[config.mk]
export PLATFORM = sky130hd
export DESIGN_NAME = cphy_lp_escape_tx
export DESIGN_NICKNAME = d
export VERILOG_FILES = /design/src/rtl/cphy_lp_escape_tx.sv
export SDC_FILE = /design/constraint.sdc
export NUM_CORES = 1
export LEC_CHECK = 0
export CAP_MARGIN = 20
export CORE_ASPECT_RATIO = 1.4
export CORE_UTILIZATION = 58
export DETAILED_ROUTE_END_ITERATION = 8
export DONT_BUFFER_PORTS = 1
export HOLD_SLACK_MARGIN = 0.02
export PLACE_DENSITY = 0.74
export SETUP_SLACK_MARGIN = 0.05
export SYNTH_ARGS = -nofsm -noshare
export SYNTH_HDL_FRONTEND = slang
export SYNTH_SLANG_ARGS = --single-unit
[constraint.sdc]
create_clock -name TxClkEsc -period 3 [get_ports TxClkEsc]
set_input_delay 0.75 -clock TxClkEsc [delete_from_list [all_inputs] [get_ports TxClkEsc]]
set_output_delay 0.75 -clock TxClkEsc [all_outputs]
set_load 0.05 [all_outputs]
[src/rtl/cphy_lp_escape_tx.sv]
// C-PHY Low-Power Escape Mode transmitter (master side, one lane).
// Sends escape entry, the entry command, LPDT bytes, ULPS and triggers as
// Spaced-One-Hot symbols on lines A/B/C. One LP symbol per TxClkEsc cycle.
// A^C is high on every Mark and low on every Space, so the receiver can
// rebuild its escape clock from the lines.
module cphy_lp_escape_tx #(
    parameter int WAKEUP_CYCLES = 16
) (
    input  logic       TxClkEsc,
    input  logic       Rst,
    input  logic       TxRequestEsc,
    input  logic       TxLpdtEsc,
    input  logic       TxUlpsEsc,
    input  logic [3:0] TxTriggerEsc,
    input  logic [7:0] TxDataEsc,
    input  logic       TxValidEsc,
    output logic       TxReadyEsc,
    output logic       LpA,
    output logic       LpB,
    output logic       LpC,
    output logic       Stopstate,
    output logic       UlpsActiveNot
);

    typedef enum logic [3:0] {
        ST_STOP,
        ST_ENT1,
        ST_ENT2,
        ST_ENT3,
        ST_ENT4,
        ST_CMD,
        ST_DATA_WAIT,
        ST_DATA,
        ST_ULPS_HOLD,
        ST_WAKE,
        ST_EXIT
    } state_t;

    typedef enum logic [1:0] {
        MODE_LPDT,
        MODE_ULPS,
        MODE_TRIG
    } mode_t;

    // Counter wide enough for WAKEUP_CYCLES-1, at least one bit.
    localparam int              WAKE_W    = (WAKEUP_CYCLES > 1) ? $clog2(WAKEUP_CYCLES) : 1;
    localparam logic [WAKE_W-1:0] WAKE_LAST = WAKE_W'(WAKEUP_CYCLES - 1);

    // LP symbol levels as {A,B,C}
    localparam logic [2:0] LVL_STOP  = 3'b111;
    localparam logic [2:0] LVL_MARK1 = 3'b100;
    localparam logic [2:0] LVL_MARK0 = 3'b001;
    localparam logic [2:0] LVL_SPACE = 3'b000;

    state_t            stateReg, stateNext;
    mode_t             modeReg, modeNext;
    logic [3:0]        bitCntReg, bitCntNext;
    logic [7:0]        shiftReg, shiftNext;
    logic [WAKE_W-1:0] wakeCntReg, wakeCntNext;
    logic [2:0]        linesReg, linesNext;
    logic              stopReg, ulpsNotReg;
    logic              anyMode;
    logic [7:0]        trigCmd;
    logic [7:0]        entryCmd;

    // Line level for a given state; commands go out MSB first, data LSB first.
    // Even bit-counter values are Marks, odd values are the following Space.
    function automatic logic [2:0] lineLevel(input state_t st, input logic [7:0] sh,
                                             input logic [3:0] cnt);
        logic [2:0] lvl;
        lvl = LVL_SPACE;
        case (st)
            ST_STOP:      lvl = LVL_STOP;
            ST_ENT1:      lvl = LVL_MARK1;
            ST_ENT2:      lvl = LVL_SPACE;
            ST_ENT3:      lvl = LVL_MARK0;
            ST_ENT4:      lvl = LVL_SPACE;
            ST_CMD:       lvl = cnt[0] ? LVL_SPACE : (sh[7] ? LVL_MARK1 : LVL_MARK0);
            ST_DATA:      lvl = cnt[0] ? LVL_SPACE : (sh[0] ? LVL_MARK1 : LVL_MARK0);
            ST_DATA_WAIT: lvl = LVL_SPACE;
            ST_ULPS_HOLD: lvl = LVL_SPACE;
            ST_WAKE:      lvl = LVL_MARK1;
            ST_EXIT:      lvl = LVL_MARK1;
            default:      lvl = LVL_STOP;
        endcase
        return lvl;
    endfunction

    // Entry command selection: ULPS over LPDT over triggers, lowest trigger bit wins.
    always_comb begin
        anyMode = TxUlpsEsc || TxLpdtEsc || (|TxTriggerEsc);
        if (TxTriggerEsc[0])      trigCmd = 8'h62;
        else if (TxTriggerEsc[1]) trigCmd = 8'h5D;
        else if (TxTriggerEsc[2]) trigCmd = 8'h21;
        else                      trigCmd = 8'hA0;
        if (TxUlpsEsc)            entryCmd = 8'h1E;
        else if (TxLpdtEsc)       entryCmd = 8'hE1;
        else                      entryCmd = trigCmd;
    end

    // Next-state logic for the escape sequencer.
    always_comb begin
        stateNext   = stateReg;
        modeNext    = modeReg;
        bitCntNext  = bitCntReg;
        shiftNext   = shiftReg;
        wakeCntNext = wakeCntReg;
        case (stateReg)
            ST_STOP: begin
                if (TxRequestEsc && anyMode) begin
                    stateNext  = ST_ENT1;
                    bitCntNext = 4'd0;
                    shiftNext  = entryCmd;
                    if (TxUlpsEsc)      modeNext = MODE_ULPS;
                    else if (TxLpdtEsc) modeNext = MODE_LPDT;
                    else                modeNext = MODE_TRIG;
                end
            end
            ST_ENT1: stateNext = ST_ENT2;
            ST_ENT2: stateNext = ST_ENT3;
            ST_ENT3: stateNext = ST_ENT4;
            ST_ENT4: begin
                stateNext  = ST_CMD;
                bitCntNext = 4'd0;
            end
            ST_CMD: begin
                bitCntNext = bitCntReg + 4'd1;
                if (bitCntReg[0]) shiftNext = {shiftReg[6:0], 1'b0};
                if (bitCntReg == 4'd15) begin
                    case (modeReg)
                        MODE_LPDT: stateNext = ST_DATA_WAIT;
                        MODE_ULPS: stateNext = ST_ULPS_HOLD;
                        default:   stateNext = ST_EXIT;
                    endcase
                end
            end
            ST_DATA_WAIT: begin
                if (TxValidEsc) begin
                    stateNext  = ST_DATA;
                    shiftNext  = TxDataEsc;
                    bitCntNext = 4'd0;
                end else if (!TxRequestEsc) begin
                    stateNext = ST_EXIT;
                end
            end
            ST_DATA: begin
                bitCntNext = bitCntReg + 4'd1;
                if (bitCntReg[0]) shiftNext = {1'b0, shiftReg[7:1]};
                if (bitCntReg == 4'd15) stateNext = ST_DATA_WAIT;
            end
            ST_ULPS_HOLD: begin
                if (!TxRequestEsc) begin
                    stateNext   = ST_WAKE;
                    wakeCntNext = '0;
                end
            end
            ST_WAKE: begin
                if (wakeCntReg == WAKE_LAST) stateNext = ST_STOP;
                else                         wakeCntNext = wakeCntReg + WAKE_W'(1);
            end
            ST_EXIT: stateNext = ST_STOP;
            default: stateNext = ST_STOP;
        endcase
        linesNext = lineLevel(stateNext, shiftNext, bitCntNext);
    end

    // State and registered line/status outputs.
    always_ff @(posedge TxClkEsc) begin
        if (Rst) begin
            stateReg   <= ST_STOP;
            modeReg    <= MODE_LPDT;
            bitCntReg  <= 4'd0;
            shiftReg   <= 8'd0;
            wakeCntReg <= '0;
            linesReg   <= LVL_STOP;
            stopReg    <= 1'b1;
            ulpsNotReg <= 1'b1;
        end else begin
            stateReg   <= stateNext;
            modeReg    <= modeNext;
            bitCntReg  <= bitCntNext;
            shiftReg   <= shiftNext;
            wakeCntReg <= wakeCntNext;
            linesReg   <= linesNext;
            stopReg    <= (stateNext == ST_STOP);
            ulpsNotReg <= !((stateNext == ST_ULPS_HOLD) || (stateNext == ST_WAKE));
        end
    end

    // Byte handshake: only a DATA_WAIT cycle with valid data accepts a byte.
    always_comb begin
        TxReadyEsc = (stateReg == ST_DATA_WAIT) && TxValidEsc;
    end

    assign LpA           = linesReg[2];
    assign LpB           = linesReg[1];
    assign LpC           = linesReg[0];
    assign Stopstate     = stopReg;
    assign UlpsActiveNot = ulpsNotReg;

endmodule

Yosys cells after proc, flatten, opt, wreduce, memory -nomap -nowiden
Index checks and enable logic that the tools add are counted.

word-level totals
  bits in registers = 27
  word-level logic and storage cells = 92

cells by class
  $add $sub $neg = 2
  equal/unequal tests = 28
  muxes and demuxes = 32
  reduce and logical (&&, ||, !) cells = 20

operator list
  kind                   count
  $mux W8                9
  $mux W4                11
  $pmux W4 S10           1
  $eq A4 B3 Y1 const B   8
  $pmux W8 S4            1
  $eq A4 B4 Y1 const B   7
  $eq A4 B2 Y1 const B   4
  $pmux W4 S2            2
  $pmux W4 S4            1
  $pmux W3 S5            1
  $mux W3                4
  $ne A2 B2 Y1 const B   6
  $add A4 B1 Y4 const B  2
  $eq A4 B1 Y1 const B   2
  $logic_not A4 Y1       2
  $reduce_bool A4 Y1     2
  $reduce_or A4 Y1       2
  $reduce_and A3 Y1      2
  $reduce_and A5 Y1      1
  $mux W2                2
  $logic_or A1 B1 Y1     3
  $reduce_or A3 Y1       1
  $eq A2 B1 Y1 const B   1
  $logic_and A1 B1 Y1    2
  5 further kinds        5

Depth between registers and ports, before layout
Gate-level depths: netlist (run 1).

  depth after elaboration = 10
  gate-level depth with buffers = 8
  gate-level depth less buffers = 7

Least setup slack after synthesis (run 1)
Ideal clock, no wire load.

  path kind = in2reg
  from = input port TxValidEsc
  to = register linesReg[0]
  library setup time = 120 ps
  arrival = 2339 ps
  required time = 2880 ps
  slack = 541 ps
  stages on the path = 5
  cell sequence = nor4b_4 and2_1 a2111oi_4 mux2_2 a211o_1

on the way
  word-level cells in the longest chain between the ends = 5

ends and longest elaborated chain
  what                                                RTL line  source
  from (decl)                                         16        input logic TxValidEsc,
  $mux W4 or $mux W8 (tied branches)                  138       if (TxValidEsc) begin
  $pmux W4 S10 or $pmux W8 S4 (tied branches)         108       case (stateReg)
  $eq A4 B4 Y1 (tied with other cells)                72        case (st)
  $reduce_or A4 Y1 (no line) (tied with other cells)  -
  $pmux W3 S5 (*)                                     72
  to (signal assigned)                                184       linesReg <= linesNext;
  to (decl)                                           60        logic [2:0] linesReg, linesNext;

Mark *: on every way between the ends. The rest lies on a longest branch, timed or not. The select of a mux whose other input is x is not followed.
A chain may end at the register's enable or synchronous reset.

Final worst setup path (run 1)
  from = register stateReg[2]
  to = output port TxReadyEsc

on the way
  word-level cells in the longest chain between the ends = 2

ends and longest elaborated chain
  what                    RTL line  source
  from (decl)             55        state_t stateReg, stateNext;
  from (signal assigned)  179       stateReg <= stateNext;
  $eq A4 B3 Y1            192       TxReadyEsc = (stateReg == ST_DATA_WAIT) && TxValidEsc;
  $logic_and A1 B1 Y1     192
  to (decl)               17        output logic TxReadyEsc,

Every way passes these cells.

==> metrics, run 1 <==
status=completed; Cell Pwr Density=about 520 nW/um2; Slew @ Worst Pin=roughly 510 ps; final core utilization=0.6188; worst ir drop on vdd=0.0003829 V; chip height=between 60 and 70 um; Logic pwr share=0.240; CTS Sinks=27; FMAX=approximately 0.4 GHz; Detailed Route Iter0 Violations=28; core box area=roughly 2600 um2; Clock Path Buffers=2; post-route ant nets=0; Synth Warn #=0; DR vias=approximately 1300; clk_skew=~8 ps; row count=22; Antenna Cells=0; final hold vios=0; GRT overflow=0; sequential-to-total area share from yosys stat=0.3344; IO Pins=24; Async SR Flop Fraction=0; postcts setup bufs=0; initial antenna violation count=0; Max Transition Viols Final=0; dpl cell area=about 1600 um2; Setup Viol. Count Final=0; CP endpoint kind=output port; Setup crit start kind=register; part of the power in registers=0.564; Hold WC Path Type=input port to register; Synthesized Nets=202; first-pass GRT wire length=about 5900 um; NetSw=between 0.0003 and 0.0004 W; Distinct cells, synth=56; Die Wd=roughly 47 um; DRT Wirelength=between 3000 and 4000 um; Pint=about 0.00054 W; design area=about 1600 um2; share of layout cells above drive strength 1=0.1180; Max-cap violations=0; Worst Path Arrival=about 1800 ps; Slew headroom=0.6619; Worst-Skew Late Latency=between 300 and 400 ps; synthesis-stage register bit count=27; DR DRC count=0; Setup TNS Final=0 ps; fin crit share=0.8353; CTS tree=yes; Post-Syn Area=roughly 1600 um2; placer congestion estimate=~0.9; # H-tree levels=1; top_reg_cell synth=dfxtp_1; total CTS buffers=3; DP Wirelength=2731 um; minimum clock period=about 2500 ps; critical path data required time=2250 ps; Post-synth EDFFs=0; port buffer count=0; commonest non-fill, non-tap cell in the layout=nor2_1; Leakage=roughly 0.56 nW; leading cell types in the layout, fill and taps excluded=30 x nor2_1, 26 x dfxtp_1, 13 x a21oi_1, 10 x nand2_1, 10 x mux2i_1; gr usage total=0.2652; drt wl/cell=around 17 um; critical path peak fanout=12; Fillers=about 240; drt pass-1 iters=4; vias in the first global route=between 1000 and 1500; largest net degree at the start of global routing=23; Initial Util=0.6117; Reg clk slew, reported paths=~150 ps; final-stage net count=a little under 200; Avg Synthesized Cell Area=~9 um2; clock power share=0.196; worst setup path class=register to output port; die area=around 3000 um2; PostCTS Resize Cnt=0; Synth Instances=182; Area Overhead vs Synth=1.161%; Net Sw Frac=0.3670; post-cts hold buffer count=0; vias per cell=between 6 and 7; CTS root buf=clkbuf_4; RSZ-0062 raised after global routing=no
[cell families after synthesis]
| kind of cell | after synthesis | share of synthesized area |
|---|---|---|
| mux | 11 | 0.06889 |
| flops | 27 | 0.3344 |
| buf+inv | 12 | 0.04721 |
| simple gates | 79 | 0.2864 |
| fa+ha+maj | 2 | 0.01548 |
| compound gates | 47 | 0.2260 |
| xor+xnor | 4 | 0.02168 |
[sequential cells by signal, indices dropped and copies added (netlist names)]
signal,cells
Stopstate,1
stateReg,4
linesReg,3
UlpsActiveNot,1
modeReg,2
bitCntReg,4
wakeCntReg,4
shiftReg,8
[power groups by stage]
stage	clock network (W)	registers [W]	logic (W)
2_1_floorplan	0	0.000456	0.000206
3_3_place_gp	0	0.000481	0.000197
3_5_place_dp	0	0.000482	0.000202
4_1_cts	0.000170	0.000474	0.000203
5_1_grt	0.000180	0.000479	0.000223
6_report	0.000166	0.000477	0.000203
[cells in the mapped netlist, drive strengths merged (4+ instances only)]
| master | number | area share |
|---|---|---|
| nor2 | 32 | 0.080 |
| dfxtp | 27 | 0.33 |
| a21oi | 14 | 0.050 |
| nand2 | 11 | 0.027 |
| mux2i | 10 | 0.062 |
| buf | 6 | 0.033 |
| o21ai | 6 | 0.019 |
| a31oi | 5 | 0.019 |
| nor2b | 5 | 0.019 |
| a221oi | 4 | 0.022 |
| and2 | 4 | 0.015 |
| nor4 | 4 | 0.025 |
[worst paths after layout]
check	startpoint	to	slack, ps	depth (start not counted)
worst min register to register	shiftReg[5]$_SDFFE_PP0P_	shiftReg[5]$_SDFFE_PP0P_	490	2
worst max-delay path	stateReg[2]$_SDFF_PP0_	TxReadyEsc	490	3
worst min-delay path	Rst	stateReg[1]$_SDFF_PP0_	460	1
worst max register to register	stateReg[0]$_SDFF_PP0_	linesReg[2]$_SDFF_PP1_	720	6
[critical path, cell delays in order, from the launching register on]
cell and delay [ps]:
dfxtp_1 610, inv_1 220, nor4b_4 320, buf_4 280
[cell type report]
class	count	area (um2)	area share
inverters	3	11.26	0.006886
multi-input cells	143	999.7	0.6113
flip-flops and latches	27	541.8	0.3313
repair buffers	1	7.507	0.004591
clock buffers	3	22.52	0.01377
clock inverters	1	7.507	0.004591
well taps	36	45.04	0.02754
[per-stage QoR]
step	std cells	total power, W	setup slack, ps	hold WS [ps]
2_1_floorplan	182	0.0006622	540.9	448.3
3_3_place_gp	210	0.0006778	579.3	475.0
3_5_place_dp	210	0.0006845	497.8	471.3
4_1_cts	214	0.0008471	215.8	454.2
5_1_grt	214	0.0008831	315.9	442.9
6_report	214	0.0008455	494.0	462.1
[metal layers]
layer	share of wire	up-vias	track usage
li1	-	656	-
met5	0	-	0
met2	0.51	45	0.4427
met1	0.40	638	0.2956
met3	0.065	8	0.07799
met4	0.023	0	0.1214
Power figures use the tool's default switching activity.
==> inputs of run 2 (changes only) <==
==> constraint.sdc (replaced) <==
create_clock -name TxClkEsc -period 2.47 [get_ports TxClkEsc]
set_input_delay 0.6175 -clock TxClkEsc [delete_from_list [all_inputs] [get_ports TxClkEsc]]
set_output_delay 0.6175 -clock TxClkEsc [all_outputs]
set_load 0.05 [all_outputs]
==> run 2 against run 1 <==
Net effect: final cell count is 2.3% higher; wire length rose by 3.3%; sequential share of layout area down 0.77 points; non-clock buffer count is 5 higher; critical path depth unchanged; critical path type unchanged; critical endpoint unchanged.
==> metrics, run 2 (synthesis gave the netlist of run 1 again) <==
status=completed; hold path cells=1 (unchanged); CTS root buf=clkbuf_4; Slew headroom=0.6763 (+0.01447); port buffer count=0 (unchanged); FMAX=about 0.43 GHz; DRT Wirelength=3714 um (+3.3%); Worst-Skew Late Latency=330 ps (about the same); DR vias=1364 (+1.3%); Reg-to-Reg End=linesReg[2]$_SDFF_PP1_; number of flip-flops under the largest register name=8 (unchanged); hold slack=319.4 ps (-142.7 ps); gr usage total=0.2750 (+0.009808); Reg2Reg Setup Slack=250 ps (-470 ps); worst ir drop on vdd=0.0004947 V (+29%); fin crit share=0.9354; minimum clock period=about 2300 ps; worst setup path class=register to output port; post-route ant nets=0 (unchanged); clk_skew=1.350 ps (-6.619 ps); drt wl/cell=16.96 um (+0.95%); share of layout cells above drive strength 1=0.1475 (+0.02956); vias in the first global route=1357 (+2.3%); # H-tree levels=1 (unchanged); vias per cell=6.228 (-1.0%); postcts setup bufs=0 (unchanged); Hold WC Path Type=input port to register; Cell Pwr Density=625.6 nW/um2 (+21%); final core utilization=0.6349 (+0.01610); Leakage=0.5876 nW (+4.7%); Post-Layout Cell Count=219 (+2.3%); Setup TNS Final=0 ps (unchanged); slowest stage delay, CP=470 ps (-140 ps); core box area=2643 um2 (unchanged); initial antenna violation count=0 (unchanged); placer congestion estimate=0.8744 (-0.11%); critical path data required time=1850 ps (-400 ps); origin of the critical flop-to-flop path=stateReg[0]$_SDFF_PP0_; leading cell types in the layout, fill and taps excluded=30 x nor2_1, 25 x dfxtp_1, 13 x a21oi_1, 10 x nand2_1, 10 x mux2i_1; DR DRC count=0 (unchanged); CP max stage cell=dfxtp_1; Area Overhead vs Synth=3.793%; Die Wd=46.62 um (unchanged); Worst path depth=3 (unchanged); Initial Util=0.6117 (unchanged); Max Transition Viols Final=0 (unchanged); CTS tree=yes; WP buf/inv=1 (-1); worst hold start=Rst; CTS Sinks=27 (unchanged); R2R depth=6 (unchanged); largest net degree at the start of global routing=23 (unchanged); CP endpoint kind=output port; Setup Viol. Count Final=0 (unchanged); chip height=64.47 um (unchanged); final-stage net count=204 (+2.5%); final hold vios=0 (unchanged); Setup crit start kind=register; crit path cell chain=nand2b_1 -> nor4b_4 -> buf_6; GRT overflow=0 (unchanged); placed insts=215 (+2.4%); commonest non-fill, non-tap cell in the layout=nor2_1; Max-cap violations=0 (unchanged); IO Pins=24 (unchanged); Clock Path Buffers=2 (unchanged); Antenna Cells=0 (unchanged); worst hold endpoint=stateReg[1]$_SDFF_PP0_; first-pass GRT wire length=5989 um (+2.4%); Reg clk slew, reported paths=150 ps (about the same); register with the most flip-flops=shiftReg; die area=3005 um2 (unchanged); post-cts hold buffer count=0 (unchanged); crit-path leading delay family=simple AND/OR/NAND/NOR gates; total CTS buffers=3 (unchanged); Slew @ Worst Pin=484.9 ps (-21.68 ps); Detailed Route Iter0 Violations=48 (+71%); row count=22 (unchanged); DP Wirelength=2853 um (+4.4%); Worst Path Arrival=1690 ps (-70 ps); RSZ-0062 raised after global routing=yes; drt pass-1 iters=4 (unchanged); critical path peak fanout=14 (+2)
## run 2: cell count changes in the layout (fill, tap and decap cells not counted)
cell     before  now
dfxtp_1      26   25
buf_6         0    1
dfxtp_2       1    2
buf_4         1    5
## run 2: power breakdown
part	switching, W	leakage (nW)	internal (W)
Sequential	0.0000945	0.221	0.000475
Combinational	0.000149	0.352	0.000130
Clock	0.000140	0.0139	0.0000621
Total	0.000383	0.588	0.000667
## run 2: stage by stage
step / total power, W / setup WS [ps] / cell area (um2)
after CTS: 0.001048 / 125.0 / 1674
after global routing: 0.001098 / 30.69 / 1678
after floorplan: 0.0008043 / 133.9 / 1617
final: 0.001050 / 159.6 / 1678
after detailed placement: 0.0008537 / 249.1 / 1642
after global placement: 0.0008432 / 303.8 / 1642
## run 2: worst max path at each step
stage / start / endpoint / slack, ps
2_1_floorplan: stateReg[1]$_SDFF_PP0_ / linesReg[0]$_SDFF_PP1_ / 130
3_3_place_gp: TxLpdtEsc / linesReg[2]$_SDFF_PP1_ / 300
3_5_place_dp: stateReg[1]$_SDFF_PP0_ / linesReg[2]$_SDFF_PP1_ / 250
4_1_cts: stateReg[0]$_SDFF_PP0_ / TxReadyEsc / 120
5_1_grt: stateReg[0]$_SDFF_PP0_ / linesReg[2]$_SDFF_PP1_ / 30
6_report: stateReg[0]$_SDFF_PP0_ / TxReadyEsc / 160
## run 2: timing repair
action	CTS	global route
resized for setup	2	1
pin swaps	0	0
endpoints found under the setup margin	1	2
## run 2: layout make-up
cell class	count	area, um2
fillers	259	964.7
well taps	36	45.04
inverters	3	11.26
repair buffers	6	48.80
clock buffers	3	22.52
clock inverters	1	7.507
flip-flops and latches	27	543.0
multi-input cells	143	999.7
## run 2: per-layer routing
metal | wire length [um] | share of wire | track usage
met4 | 168 | 0.045 | 0.1286
met2 | 1817 | 0.49 | 0.4722
met3 | 196 | 0.053 | 0.05292
met5 | 0 | 0 | 0
met1 | 1533 | 0.41 | 0.3093
## run 2: worst register-to-register path: cells and delay by family, from the launching register on
| family | cells | cell delay, ps |
|---|---|---|
| AO/OA/AOI/OAI | 4 | 1150 |
| flip-flops | 1 | 470 |
| multiplexers | 1 | 140 |
| AND/OR/NAND/NOR | 1 | 360 |
==> inputs of run 3 (changes only) <==
--- a/config.mk
+++ b/config.mk
@@ -7,12 +7,12 @@
 export LEC_CHECK = 0
 export CAP_MARGIN = 20
 export CORE_ASPECT_RATIO = 1.4
-export CORE_UTILIZATION = 58
+export CORE_UTILIZATION = 35
 export DETAILED_ROUTE_END_ITERATION = 8
 export DONT_BUFFER_PORTS = 1
-export HOLD_SLACK_MARGIN = 0.02
-export PLACE_DENSITY = 0.74
+export HOLD_SLACK_MARGIN = 0.05
 export SETUP_SLACK_MARGIN = 0.05
+export SLEW_MARGIN = 0
 export SYNTH_ARGS = -nofsm -noshare
 export SYNTH_HDL_FRONTEND = slang
 export SYNTH_SLANG_ARGS = --single-unit
==> run 3 against run 2 <==
Net effect: fmax rose by 0.34%; clock skew rose by 1.7 ps; largest power group unchanged; critical endpoint unchanged; via count down 0.44%.
==> metrics, run 3 (synthesis gave the netlist of run 1 again) <==
worst ir drop on vdd=0.0003647 V (-26%); final-stage net count=205 (+0.49%); vias per cell=5.566 (-11%); postcts setup bufs=0 (unchanged); vias in the first global route=1295 (-4.6%); Initial Util=0.3721 (-0.2396); Detailed Route Iter0 Violations=97 (+100%); Worst Path Arrival=1680 ps (about the same); critical path data required time=1850 ps (about the same); R2R depth=7 (+1); Worst-Skew Late Latency=270 ps (-60 ps); DP Wirelength=2803 um (-1.7%); initial antenna violation count=0 (unchanged); Reg clk slew, reported paths=100 ps (-50 ps); Max Transition Viols Final=0 (unchanged); clk_skew=3.072 ps (+1.723 ps); Clock Path Buffers=2 (unchanged); minimum clock period=2302 ps (-7.883 ps); share of layout cells above drive strength 1=0.1522 (+0.004633); status=completed; Max-cap violations=0 (unchanged); worst setup path class=register to output port; final hold vios=0 (unchanged); critical path peak fanout=11 (-3); CTS tree=yes; design area=1730 um2 (+3.1%); DR DRC count=0 (unchanged); register with the most flip-flops=shiftReg; chip height=82.41 um (+28%); Antenna Cells=0 (unchanged); CTS root buf=clkbuf_8; Setup crit start kind=register; crit-path leading delay family=simple AND/OR/NAND/NOR gates; Die Wd=59.44 um (+27%); die area=4898 um2 (+63%); dpl cell area=1679 um2 (+2.3%); hold path cells=1 (unchanged); Setup Viol. Count Final=0 (unchanged); first-pass GRT wire length=5975 um (-0.23%); CP max stage cell=dfxtp_1; GRT overflow=0 (unchanged); port buffer count=0 (unchanged); row count=28 (+27%); post-route ant nets=0 (unchanged); DRT Wirelength=3700 um (-0.38%); fin crit share=0.9322 (-0.003191); Cell Pwr Density=639.2 nW/um2 (+2.2%); drt pass-1 iters=7 (+3); Area Overhead vs Synth=7.043%; # H-tree levels=1 (unchanged); number of flip-flops under the largest register name=8 (unchanged); gr usage total=0.1612 (-0.1139); slowest stage delay, CP=530 ps (+60 ps); RSZ-0062 raised after global routing=no; Setup TNS Final=0 ps (unchanged); core box area=4344 um2 (+64%); drt wl/cell=15.16 um (-11%); Leakage=0.5982 nW (+1.8%); crit path cell chain=nand2b_1 -> nor4b_4 -> buf_4; Slew headroom=0.6532 (-0.02311); total CTS buffers=3 (unchanged); commonest non-fill, non-tap cell in the layout=nor2_1; IO Pins=24 (unchanged); Fillers=458 (+77%); CTS Sinks=27 (unchanged); FMAX=0.4343 GHz (+0.34%); largest net degree at the start of global routing=23 (unchanged); placer congestion estimate=0.8423 (-3.7%); leading cell types in the layout, fill and taps excluded=30 x nor2_1, 25 x dfxtp_1, 13 x a21oi_1, 10 x nand2_1, 10 x mux2i_1; Hold WC Path Type=input port to register; Worst path depth=3 (unchanged); DR vias=1358 (-0.44%); CP endpoint kind=output port; Slew @ Worst Pin=519.5 ps (+34.62 ps); WP buf/inv=1 (unchanged)
## run 3: cell count changes in the layout (fill, tap and decap cells not counted)
cell	delta
clkbuf_4	-3
clkbuf_8	+3
buf_4	+2
buf_6	-1
## run 3: layout make-up
type,count,area (um2),share of cell area
multi-input combinational,143,999.7,0.5777
sequential,27,543.0,0.3138
tap,60,75.07,0.04338
timing repair buffer,7,52.55,0.03037
clock buffer,3,41.29,0.02386
inverter,3,11.26,0.006508
clock inverter,1,7.507,0.004338
## run 3: power by group
group | internal (W) | switching, W
registers | 0.000474 | 0.0000943
logic | 0.000134 | 0.000145
clock network | 0.000115 | 0.000144
## run 3: metal layers
metal | wire [um] | share of wire | vias to the layer above | GRT usage
li1 | - | - | 669 | -
met1 | 1619 | 0.44 | 633 | 0.1956
met3 | 240 | 0.065 | 11 | 0.04050
met4 | 101 | 0.027 | 0 | 0.06905
met5 | 0 | 0 | - | 0
met2 | 1738 | 0.47 | 45 | 0.2663
## run 3: final timing paths
path / endpoint / slack [ps] / startpoint
max: TxReadyEsc / 170 / stateReg[1]$_SDFF_PP0_
min: stateReg[0]$_SDFF_PP0_ / 400 / Rst
max reg2reg: linesReg[0]$_SDFF_PP1_ / 330 / bitCntReg[0]$_SDFF_PP0_
min reg2reg: shiftReg[5]$_SDFFE_PP0P_ / 480 / shiftReg[5]$_SDFFE_PP0P_
## run 3: what timing repair did
action                                  4_1_cts  5_1_grt
hold buffers                                  0        0
endpoints found under the setup margin        0        1
resized for setup                             0        2
## run 3: per-stage QoR
| stage | power [W] | utilization | cells | worst slack, ps | hold WS (ps) |
|---|---|---|---|---|---|
| finish | 0.001106 | 0.3983 | 244 | 167.5 | 395.8 |
| detailed placement | 0.0008574 | 0.3865 | 240 | 203.4 | 465.4 |
| global route | 0.001174 | 0.3983 | 244 | 61.00 | 368.3 |
| floorplan | 0.0008043 | - | 182 | 133.9 | 448.3 |
| CTS | 0.001118 | 0.3978 | 244 | 136.3 | 392.9 |
| global placement | 0.0008584 | 0.3865 | 240 | 210.2 | 458.6 |
